==> src/rtl/updown_cntr_n.sv <==
// Loadable up/down counter with modulus LIMIT+1, step STEP and wrap/saturate overflow.
// Define CNTR_SAT_EN to add the sat port and build the saturating path; otherwise it always wraps.
module updown_cntr_n #(
    parameter int unsigned      WIDTH = 8,
    parameter logic [WIDTH-1:0] LIMIT = '1,
    parameter logic [WIDTH-1:0] STEP  = WIDTH'(1)
) (
    input  logic             clk,
    input  logic             reset,
    input  logic             en,
    input  logic             load,
    input  logic             inc,
`ifdef CNTR_SAT_EN
    input  logic             sat,
`endif
    input  logic [WIDTH-1:0] d_in,
    output logic [WIDTH-1:0] d_out,
    output logic [2:0]       o_state,
    output logic             ovf
);

    typedef enum logic [2:0] {
        ST_IDLE = 3'b000,
        ST_LOAD = 3'b001,
        ST_INC  = 3'b010,
        ST_DEC  = 3'b011
    } state_t;

    localparam logic [WIDTH:0] LIMIT_X = {1'b0, LIMIT};
    localparam logic [WIDTH:0] STEP_X  = {1'b0, STEP};
    localparam logic [WIDTH:0] MOD_X   = LIMIT_X + (WIDTH+1)'(1);

    state_t           state, state_nxt;
    logic [WIDTH-1:0] count_nxt;
    logic             ovf_nxt;
    logic             sat_mode;
    logic [WIDTH:0]   sum_up;
    logic [WIDTH:0]   wrap_up;
    logic [WIDTH:0]   wrap_dn;

`ifdef CNTR_SAT_EN
    assign sat_mode = sat;
`else
    assign sat_mode = 1'b0;
`endif

    // Sums are one bit wider so LIMIT+1 = 2**WIDTH never truncates before the wrap.
    assign sum_up  = {1'b0, d_out} + STEP_X;
    assign wrap_up = sum_up - MOD_X;
    assign wrap_dn = {1'b0, d_out} + MOD_X - STEP_X;

    always_comb begin
        state_nxt = ST_IDLE;
        count_nxt = d_out;
        ovf_nxt   = 1'b0;
        case (state)
            ST_IDLE, ST_LOAD, ST_INC, ST_DEC: begin
                if (load) begin
                    state_nxt = ST_LOAD;
                    count_nxt = (d_in > LIMIT) ? LIMIT : d_in;
                end else if (en && inc) begin
                    state_nxt = ST_INC;
                    if (sum_up <= LIMIT_X) begin
                        count_nxt = sum_up[WIDTH-1:0];
                    end else begin
                        ovf_nxt   = 1'b1;
                        count_nxt = sat_mode ? LIMIT : wrap_up[WIDTH-1:0];
                    end
                end else if (en) begin
                    state_nxt = ST_DEC;
                    if (d_out >= STEP) begin
                        count_nxt = d_out - STEP;
                    end else begin
                        ovf_nxt   = 1'b1;
                        count_nxt = sat_mode ? '0 : wrap_dn[WIDTH-1:0];
                    end
                end
            end
            // An unused code recovers to IDLE and leaves the count alone.
            default: begin
                state_nxt = ST_IDLE;
            end
        endcase
    end

    always_ff @(posedge clk) begin
        if (reset) begin
            state <= ST_IDLE;
            d_out <= '0;
            ovf   <= 1'b0;
        end else begin
            state <= state_nxt;
            d_out <= count_nxt;
            ovf   <= ovf_nxt;
        end
    end

    assign o_state = state;

endmodule

==> config.mk <==
export PLATFORM = sky130hd
export DESIGN_NAME = updown_cntr_n
export DESIGN_NICKNAME = d
export VERILOG_FILES = /design/src/rtl/updown_cntr_n.sv
export SDC_FILE = /design/constraint.sdc
export NUM_CORES = 1
export LEC_CHECK = 0
export CORE_ASPECT_RATIO = 1.1
export CORE_UTILIZATION = 49
export DETAILED_ROUTE_END_ITERATION = 6
export GPL_TIMING_DRIVEN = 0
export PLACE_DENSITY = 0.83
export SYNTH_ARGS = -nofsm -noshare
export SYNTH_HDL_FRONTEND = slang
export SYNTH_SLANG_ARGS = --single-unit
==> constraint.sdc <==
create_clock -name clk -period 5.4 [get_ports clk]
set_input_delay 1.08 -clock clk [delete_from_list [all_inputs] [get_ports clk]]
set_output_delay 1.08 -clock clk [all_outputs]
set_load 0.05 [all_outputs]
==> results of run 1 <==
## registers in the layout, summed over array words and instances, names as in the netlist
name and count:
o_state 2, ovf 1, d_out 8
## cells in the mapped netlist, types with 2 or more instances
cell       count
ha_1           4
or4_1          2
xnor2_1        2
inv_1          7
nand4_1        4
nor2_1        12
a32oi_1        2
nor3_1         3
buf_6          2
buf_2          2
o2111ai_1      2
nand2_1        7
mux2i_1        2
nand3_1        2
a21oi_1        4
and4_1         2
clkbuf_1       4
dfxtp_1       11
a211oi_1       4
xor2_1         4
## area by class of cell
cell class              instances  share of cell area
clock buffers                   4              0.0246
inverters                       7              0.0246
repair buffers                 21               0.197
plain buffers                   9              0.0515
multi-input cells              73               0.477
flip-flops and latches         11               0.206
well taps                      17              0.0199
## cell families after synthesis
family	count (synthesis)	synth area share
xor+xnor	6	0.0648
buf+inv	16	0.100
other cells	1	0.00463
mux	2	0.0247
flops	11	0.272
fa+ha+maj	4	0.0617
compound gates	18	0.162
simple gates	42	0.310
## power by group through the flow
stage	clock network, µW	registers, µW	logic (µW)
floorplan	0	115	40.7
global placement	0	95.4	86.8
CTS	60.3	93.7	89.2
finish	58.8	93.8	89.7
global route	63.5	94.6	96.0
detailed placement	0	95.6	88.5
## stage by stage
stage / instances / hold WS (ps) / total power (µW) / util
6_report: 142 / 660 / 242 / 0.686
2_1_floorplan: 100 / 836 / 156 / -
5_1_grt: 142 / 681 / 254 / 0.686
3_3_place_gp: 138 / 630 / 182 / 0.669
3_5_place_dp: 138 / 650 / 184 / 0.669
4_1_cts: 142 / 661 / 243 / 0.686
## cells in the final DEF (no fill, tap or decap), drive strengths merged, types with 3 or more instances in the layout
cell / instances
a211oi: 4
a21oi: 4
and4: 3
buf: 5
clkbuf: 8
clkdlybuf4s50: 21
dfxtp: 11
ha: 4
inv: 7
nand2: 7
nand4: 4
nor2: 12
nor3: 3
or4: 3
xor2: 4
## routing by layer
layer / track usage / vias up / part of all wire
met1: 0.293 / 392 / 0.40
met5: 0 / - / 0
li1: - / 414 / -
met2: 0.397 / 42 / 0.50
met4: 0.127 / 0 / 0.023
met3: 0.0503 / 4 / 0.073
## worst max-delay path by stage
stage,slack (ps),from,end,cells past startpoint
global placement,2850,inc,d_out[7],5
detailed placement,2800,inc,d_out[7],5
floorplan,2940,inc,d_out[7],5
CTS,2640,d_out[0],d_out[0],1
finish,2660,d_out[0],d_out[0],1
global route,2590,d_out[0],d_out[0],1
==> results by group, run 1 <==
Die
  • Die area: about 0.0018 mm²
  • Core box area: 0.00156 mm²
  • DIE WIDTH: between 40 and 50 µm
  • Std cell rows: 15
  • Die Y: about 45 µm
  • Initial Util: 0.520
  • Ports: 25

Power
  • Cell leakage power: around 0.0004 µW
  • Pwr/cell area: ~230 mW/mm²
  • Combinational share of power: 0.370
  • VDD IR-drop max: 0.000160 V
  • Net Sw Power: between 90 and 100 µW
  • Internal power: between 150 and 200 µW
  • Sw Ratio: 0.374
  • Seq pwr share: 0.387
  • Clk pwr share: 0.243

Routing
  • Initial DRC Count: 28
  • DRT Wirelength: between 1500 and 2000 µm
  • ANT nets after route: 0
  • DR pass1 iterations: 4
  • Via density: about 6
  • Vias post-DR: between 800 and 900
  • Residual DRC: 0
  • WL/cell: roughly 14 µm

Clocking
  • CTS Hold Buffers Added: 0
  • PostCTS Resize Cnt: 0
  • CTS sink cnt: 11
  • Root Driver: clkbuf_4
  • Clock buffer count from CTS: 3
  • Clock tree buffer depth: 2
  • Reg clk slew, reported paths: 70 ps
  • Worst-Skew Late Latency: 270 ps
  • H-tree depth: 1
  • Setup repair bufs after CTS: 0
  • CTS tree: done

Logic synthesis
  • Synth top area share: 0.272
  • Cell count after synthesis: 100
  • Cell area after synthesis: around 810 µm²
  • Post-synth EDFFs: 0
  • Unique masters post-synth: 38
  • Synth Flop Type: dfxtp_1
  • Avg Cell Area, Syn: 8.11 µm²
  • Sequential-to-total area share from yosys stat: 0.272
  • Yosys warnings: 0
  • Synth area leaders: dfxtp_1 (27%), ha_1 (6.2%), nor2_1 (5.6%)
  • Cell taking the most area after synthesis: dfxtp_1
  • Async SR Flop Fraction: 0
  • Mapped Nets: ~120
  • Synth Register Bits: 11

Timing
  • Setup TNS: 0 ps
  • # setup viols final: 0
  • Achievable frequency: roughly 360 MHz
  • Crit share post-route: 0.508
  • Slew @ Worst Pin: ~590 ps
  • Fin. max-slew vios: 0
  • RSZ-0062 raised after global routing: no
  • Tmin final: roughly 2700 ps
  • Final WS setup: roughly 2700 ps
  • Clk_skew: roughly 1.0 ps
  • Hold Vio Cnt, Final: 0
  • Slew headroom: 0.598

Final layout
  • Multi-input logic area: 509 µm²
  • Final instance area: between 0.001 and 0.0015 mm²
  • Ant. Diodes: 0
  • Layout cells sized above 1: 0.0960
  • Layout area overhead: 31.8%
  • Final #Nets: between 100 and 150
  • Sequential Area: around 220 µm²
  • Fillers: between 100 and 150

Critical path
  • Cells along the critical path: clkdlybuf4s50_1
  • CP bufs+invs: 1
  • Crit end category: output pin
  • Worst EP arrival: approximately 1700 ps
  • Critical-path top delay cell: clkdlybuf4s50_1
  • R2r setup slk: roughly 3500 ps
  • CP Launch Type: register
  • CP Data Required Time: 4320 ps
  • Worst-path fanout max: 10
  • CP peak stage delay: just under 900 ps
  • Crit path max-delay family: buffers and inverters
  • WS Path Type: register to output pin
  • Worst r2r src: d_out[0]
  • Reg2reg path depth: 6
  • Reg2reg end: d_out[4]

Global routing
  • Antenna violations before repair: 0
  • All-Layer GR Usage: 0.246
  • First-pass GRT wire length: approximately 3000 µm
  • Largest net degree at the start of global routing: 11
  • Vias in the first global route: 703
  • Gr ovfl total: 0

Run status
  • Status: finished clean

Hold path
  • WHS Endpoint: d_out[6]
  • Worst Hold Class: register to register
  • Hold Startpoint: d_out[6]
  • Hold path cells: 2

Placed design
  • Port Buffers: 21
  • Area after DPL: between 0.001 and 0.0015 mm²
  • Post-DP HPWL: roughly 1400 µm
  • GP Congestion: slightly below 0.9
  • Place WS: roughly 2800 ps

Job
  • # Max-Cap Violations: 0
No activity file was read; power rests on OpenSTA's default activity.
==> run 2, diff against run 1 <==
- CORE_UTILIZATION: 49 -> 45
- PLACE_DENSITY: 0.83 -> 0.77
- clock period: 5.4 -> 2.8 ns (I/O delays scaled with it)
==> run 2 against run 1 <==
Compared with the run above: final cell count is the same; worst setup slack got worse by 2100 ps; final area is the same; critical path type unchanged; largest cell class unchanged; combinational power is 92% higher; via count decreased by 2.7%; non-clock buffer count stayed put.
==> results by group, run 2 (synthesis results as in run 1) <==
Final layout
  • Ant. Diodes: 0
  • Biggest register: d_out
  • Most frequent cells in the layout: clkdlybuf4s50_1 (21), nor2_1 (12), dfxtp_1 (11), inv_1 (7), nand2_1 (7)
  • Fillers: 150
  • Layout area overhead: 31.8%
  • Layout cells sized above 1: 0.0960
  • Final instance area: 0.00107 mm²
  • Most common library cell in the layout ignoring fill and taps: clkdlybuf4s50_1
  • Final #Nets: about 140
  • Final Core Density: 0.654
  • Max FFs per register: 8

Global routing
  • First-pass GRT wire length: a little over 3000 µm
  • All-Layer GR Usage: 0.208
  • GRT met3 Usage: 0.0392
  • Met1 Use GR: 0.237
  • Met2 usage: 0.375
  • Vias in the first global route: around 730
  • Grt peak-use layer: met2
  • Largest net degree at the start of global routing: 11
  • Antenna violations before repair: 0
  • Gr ovfl total: 0

Placed design
  • Port Buffers: 21
  • Post-DP HPWL: approximately 1400 µm
  • Place WS: around 730 ps
  • GP Congestion: around 0.88
  • Area after DPL: between 0.001 and 0.0015 mm²

Clocking
  • CTS tree: done
  • Worst-Skew Late Latency: roughly 280 ps
  • Root Driver: clkbuf_4
  • H-tree depth: 1
  • CTS Hold Buffers Added: 0
  • Setup repair bufs after CTS: 0
  • CTS sink cnt: 11
  • Clock tree buffer depth: 2
  • Reg clk slew, reported paths: about 80 ps
  • PostCTS Resize Cnt: 0
  • Clock buffer count from CTS: 3

Critical path
  • Stages on worst setup path: 1
  • CP Data Required Time: 2240 ps
  • Crit path max-delay family: buffers and inverters
  • Crit end category: output pin
  • Worst-path fanout max: 10
  • Cells along the critical path: clkdlybuf4s50_1
  • CP peak stage delay: around 880 ps
  • Worst EP arrival: ~1700 ps
  • CP bufs+invs: 1
  • WS Path Type: register to output pin
  • Critical-path top delay cell: clkdlybuf4s50_1
  • CP Launch Type: register
  • Reg2reg path depth: 4

Timing
  • Hold Vio Cnt, Final: 0
  • Setup TNS: 0 ps
  • Clk_skew: slightly below 3 ps
  • Achievable frequency: between 400 and 500 MHz
  • Fin. max-slew vios: 0
  • # setup viols final: 0
  • Slew headroom: 0.668
  • Tmin final: between 2000 and 2500 ps
  • Crit share post-route: 0.806
  • RSZ-0062 raised after global routing: no
  • Slew @ Worst Pin: 497 ps
  • Final WS setup: about 540 ps

Die
  • DIE WIDTH: 42.5 µm
  • Core box area: around 0.0016 mm²
  • Die area: between 0.0015 and 0.002 mm²
  • Std cell rows: 15
  • Initial Util: 0.497
  • Ports: 25
  • Die Y: 46.5 µm

Routing
  • Vias post-DR: between 800 and 900
  • ANT nets after route: 0
  • DRT Wirelength: 1900 µm
  • Initial DRC Count: 31
  • Via density: a little under 6
  • DR pass1 iterations: 4
  • WL/cell: between 10 and 15 µm
  • Residual DRC: 0

Power
  • Pwr Total: between 400 and 500 µW
  • Clk pwr share: 0.250
  • Sw Ratio: 0.377
  • Cell leakage power: between 0.0004 and 0.0005 µW
  • Seq pwr share: 0.385
  • Pwr/cell area: between 400 and 500 mW/mm²
  • Combinational share of power: 0.366
  • Net Sw Power: 177 µW
  • VDD IR-drop max: roughly 0.00022 V
  • Internal power: between 200 and 300 µW

Hold path
  • Hold path cells: 2
  • Worst Hold Class: register to register

Job
  • # Max-Cap Violations: 0

Run status
  • Status: finished clean
-- run 2: cell counts in the layout (fill, tap and decap cells not counted) --
Identical to the previous run, type by type.
-- run 2: path summary, 6_finish.rpt --
kind | start | endpoint | slack (ps)
setup / recovery | d_out[0] | d_out[0] | 540
hold reg to reg | d_out[6] | d_out[6] | 660
hold / removal | d_out[6] | d_out[6] | 660
setup reg to reg | d_out[0] | ovf | 960
-- run 2: through the flow --
stage / hold slack [ps] / std cells
2_1_floorplan: 645 / 100
3_3_place_gp: 632 / 138
3_5_place_dp: 655 / 138
4_1_cts: 674 / 142
5_1_grt: 686 / 142
6_report: 660 / 142
-- run 2: layout make-up --
class,count,area [µm²],area share
well taps,17,21.3,0.0199
multi-input cells,73,509,0.477
flip-flops and latches,11,220,0.206
repair buffers,21,210,0.197
plain buffers,9,55.1,0.0515
clock buffers,4,26.3,0.0246
inverters,7,26.3,0.0246
-- run 2: power groups by stage --
stage	Combinational [µW]	Sequential, µW	Clock [µW]
floorplan	78.4	222	0
global placement	168	184	0
detailed placement	170	184	0
CTS	171	181	116
global route	183	182	123
finish	172	181	117
-- run 2: routing by layer --
metal	wire (µm)	vias up
li1	-	410
met1	817	376
met2	931	40
met3	129	3
met4	21	0
met5	0	-
==> run 3, diff against run 2 <==
- CORE_UTILIZATION: 45 -> 41
- PLACE_DENSITY: 0.77 -> 0.74
- clock period: 2.8 -> 2 ns (I/O delays scaled with it)
==> run 3 against run 2 <==
Compared with the run above: worst hold slack got worse by 100 ps; clock-buffer cell count did not move; critical path depth did not move; first-iteration DRC count fell by 16%; sequential share of layout area fell by 0.36 points; final area rose by 1.8%; combinational power rose by 39%; via count fell by 2.1%; flip-flop and latch count did not move; largest cell class unchanged; critical path type unchanged; sequential power rose by 40%; final cell count rose by 7.0%; core utilization fell by 5.8 points.
==> results by group, run 3 (synthesis results as in run 1) <==
Timing
  • # setup viols final: 0
  • Achievable frequency: slightly above 500 MHz
  • Fin. max-slew vios: 0
  • Tmin final: 1940 ps
  • Crit share post-route: 0.969
  • Clk_skew: 1.68 ps
  • Setup TNS: 0 ps
  • RSZ-0062 raised after global routing: no
  • Hold Vio Cnt, Final: 0

Final layout
  • Layout area overhead: 34.1%
  • Max FFs per register: 8
  • Final Core Density: 0.597
  • Layout cells sized above 1: 0.104
  • Multi-input logic area: ~520 µm²
  • Fillers: approximately 180
  • Most frequent cells in the layout: clkdlybuf4s50_1 (18), nor2_1 (12), dfxtp_1 (11), inv_1 (7), nand2_1 (7)
  • Non-Filler Instances: around 150
  • Most common library cell in the layout ignoring fill and taps: clkdlybuf4s50_1
  • Sequential Area: 220 µm²
  • Final #Nets: 143
  • Ant. Diodes: 0
  • Biggest register: d_out

Power
  • Net Sw Power: between 200 and 250 µW
  • Internal power: between 400 and 500 µW
  • Sw Ratio: 0.373
  • Clk pwr share: 0.246
  • Pwr/cell area: 599 mW/mm²
  • Seq pwr share: 0.388
  • Pwr Total: roughly 650 µW
  • Cell leakage power: roughly 0.00043 µW
  • Combinational share of power: 0.366
  • VDD IR-drop max: 0.000329 V

Routing
  • Residual DRC: 0
  • Via density: between 5 and 6
  • ANT nets after route: 0
  • Met1 WL: approximately 870 µm
  • DR pass1 iterations: 4
  • Max layer used: met4
  • DRT Wirelength: ~1900 µm
  • Routed wl met3: 99 µm
  • Vias post-DR: between 800 and 900
  • WL met2: between 800 and 900 µm
  • Initial DRC Count: 26
  • WL/cell: about 12 µm

Critical path
  • CP bufs+invs: 1
  • Crit path max-delay family: buffers and inverters
  • CP Data Required Time: between 1500 and 2000 ps
  • Cells along the critical path: clkdlybuf4s50_1
  • CP Launch Type: register
  • Crit end category: output pin
  • CP peak stage delay: 840 ps
  • WS Path Type: register to output pin
  • Worst-path fanout max: 5
  • Critical-path top delay cell: clkdlybuf4s50_1
  • Worst EP arrival: approximately 1500 ps

Placed design
  • GP Congestion: around 0.86
  • Port Buffers: 21
  • Placed cells: between 100 and 150
  • Post-DP HPWL: between 1000 and 1500 µm

Global routing
  • Vias in the first global route: 715
  • All-Layer GR Usage: 0.195
  • Gr ovfl total: 0
  • Largest net degree at the start of global routing: 11
  • First-pass GRT wire length: roughly 3100 µm
  • Antenna violations before repair: 0

Die
  • Std cell rows: 16
  • Ports: 25
  • Die area: approximately 0.0022 mm²
  • Core box area: 0.00182 mm²
  • DIE WIDTH: 44.4 µm
  • Initial Util: 0.445
  • Die Y: around 50 µm

Clocking
  • CTS Hold Buffers Added: 0
  • Setup repair bufs after CTS: 0
  • Reg clk slew, reported paths: approximately 70 ps
  • Clock tree buffer depth: 2
  • H-tree depth: 1
  • Clock buffer count from CTS: 3
  • CTS sink cnt: 11
  • Root Driver: clkbuf_4
  • Worst-Skew Late Latency: 280 ps
  • CTS tree: done

Hold path
  • Worst Hold Class: input port to register

Run status
  • Status: finished clean

Job
  • # Max-Cap Violations: 0
==> run 3: cell count changes in the layout (fill, tap and decap cells not counted), sizes merged <==
cell,change
dlygate4sd2,+2
clkdlybuf4s50,-3
dlymetal6s2s,+1
==> run 3: power groups by stage <==
stage / sequential, µW / clock [µW] / combinational (µW)
final: 253 / 160 / 239
after global routing: 255 / 181 / 258
after CTS: 253 / 165 / 237
after detailed placement: 258 / 0 / 238
after global placement: 257 / 0 / 236
after floorplan: 311 / 0 / 110
==> run 3: through the flow <==
| stage | hold WS, ps | setup WS, ps | area, µm² |
|---|---|---|---|
| after floorplan | 485 | 18.1 | 811 |
| after global placement | 628 | 122 | 1050 |
| after detailed placement | 629 | 111 | 1050 |
| after CTS | 546 | 33.1 | 1080 |
| after global routing | 615 | 22.9 | 1090 |
| final | 560 | 62.4 | 1090 |
==> run 3: layout make-up <==
cell class	count	share of cell area
plain buffers	9	0.0506
well taps	27	0.0311
clock buffers	4	0.0242
repair buffers	21	0.193
multi-input cells	73	0.474
inverters	7	0.0242
flip-flops and latches	11	0.203
==> run 3: path summary, 6_finish.rpt <==
kind,slack [ps],cells after the start,start,to
max,60,1,d_out[6],d_out[6]
min,560,3,en,o_state[0]
max reg2reg,210,5,d_out[2],d_out[7]
min reg2reg,640,2,d_out[6],d_out[6]
==> run 3: routing by layer <==
| metal | track usage | vias to the layer above |
|---|---|---|
| met5 | 0 | - |
| met4 | 0.126 | 0 |
| met3 | 0.0336 | 7 |
| met2 | 0.292 | 40 |
| met1 | 0.252 | 356 |
| li1 | - | 409 |
==> run 3: timing repair <==
item | 4_1_cts | 5_1_grt
cloned | 0 | 0
endpoints found under the setup margin | 2 | 3
resized for setup | 2 | 2
==> run 3: worst reg2reg max path: cells and delay by family, from the launching register on <==
kind	cells	cell delay, ps
buffers and inverters	1	140
flip-flops	1	320
AND/OR/NAND/NOR	4	1220
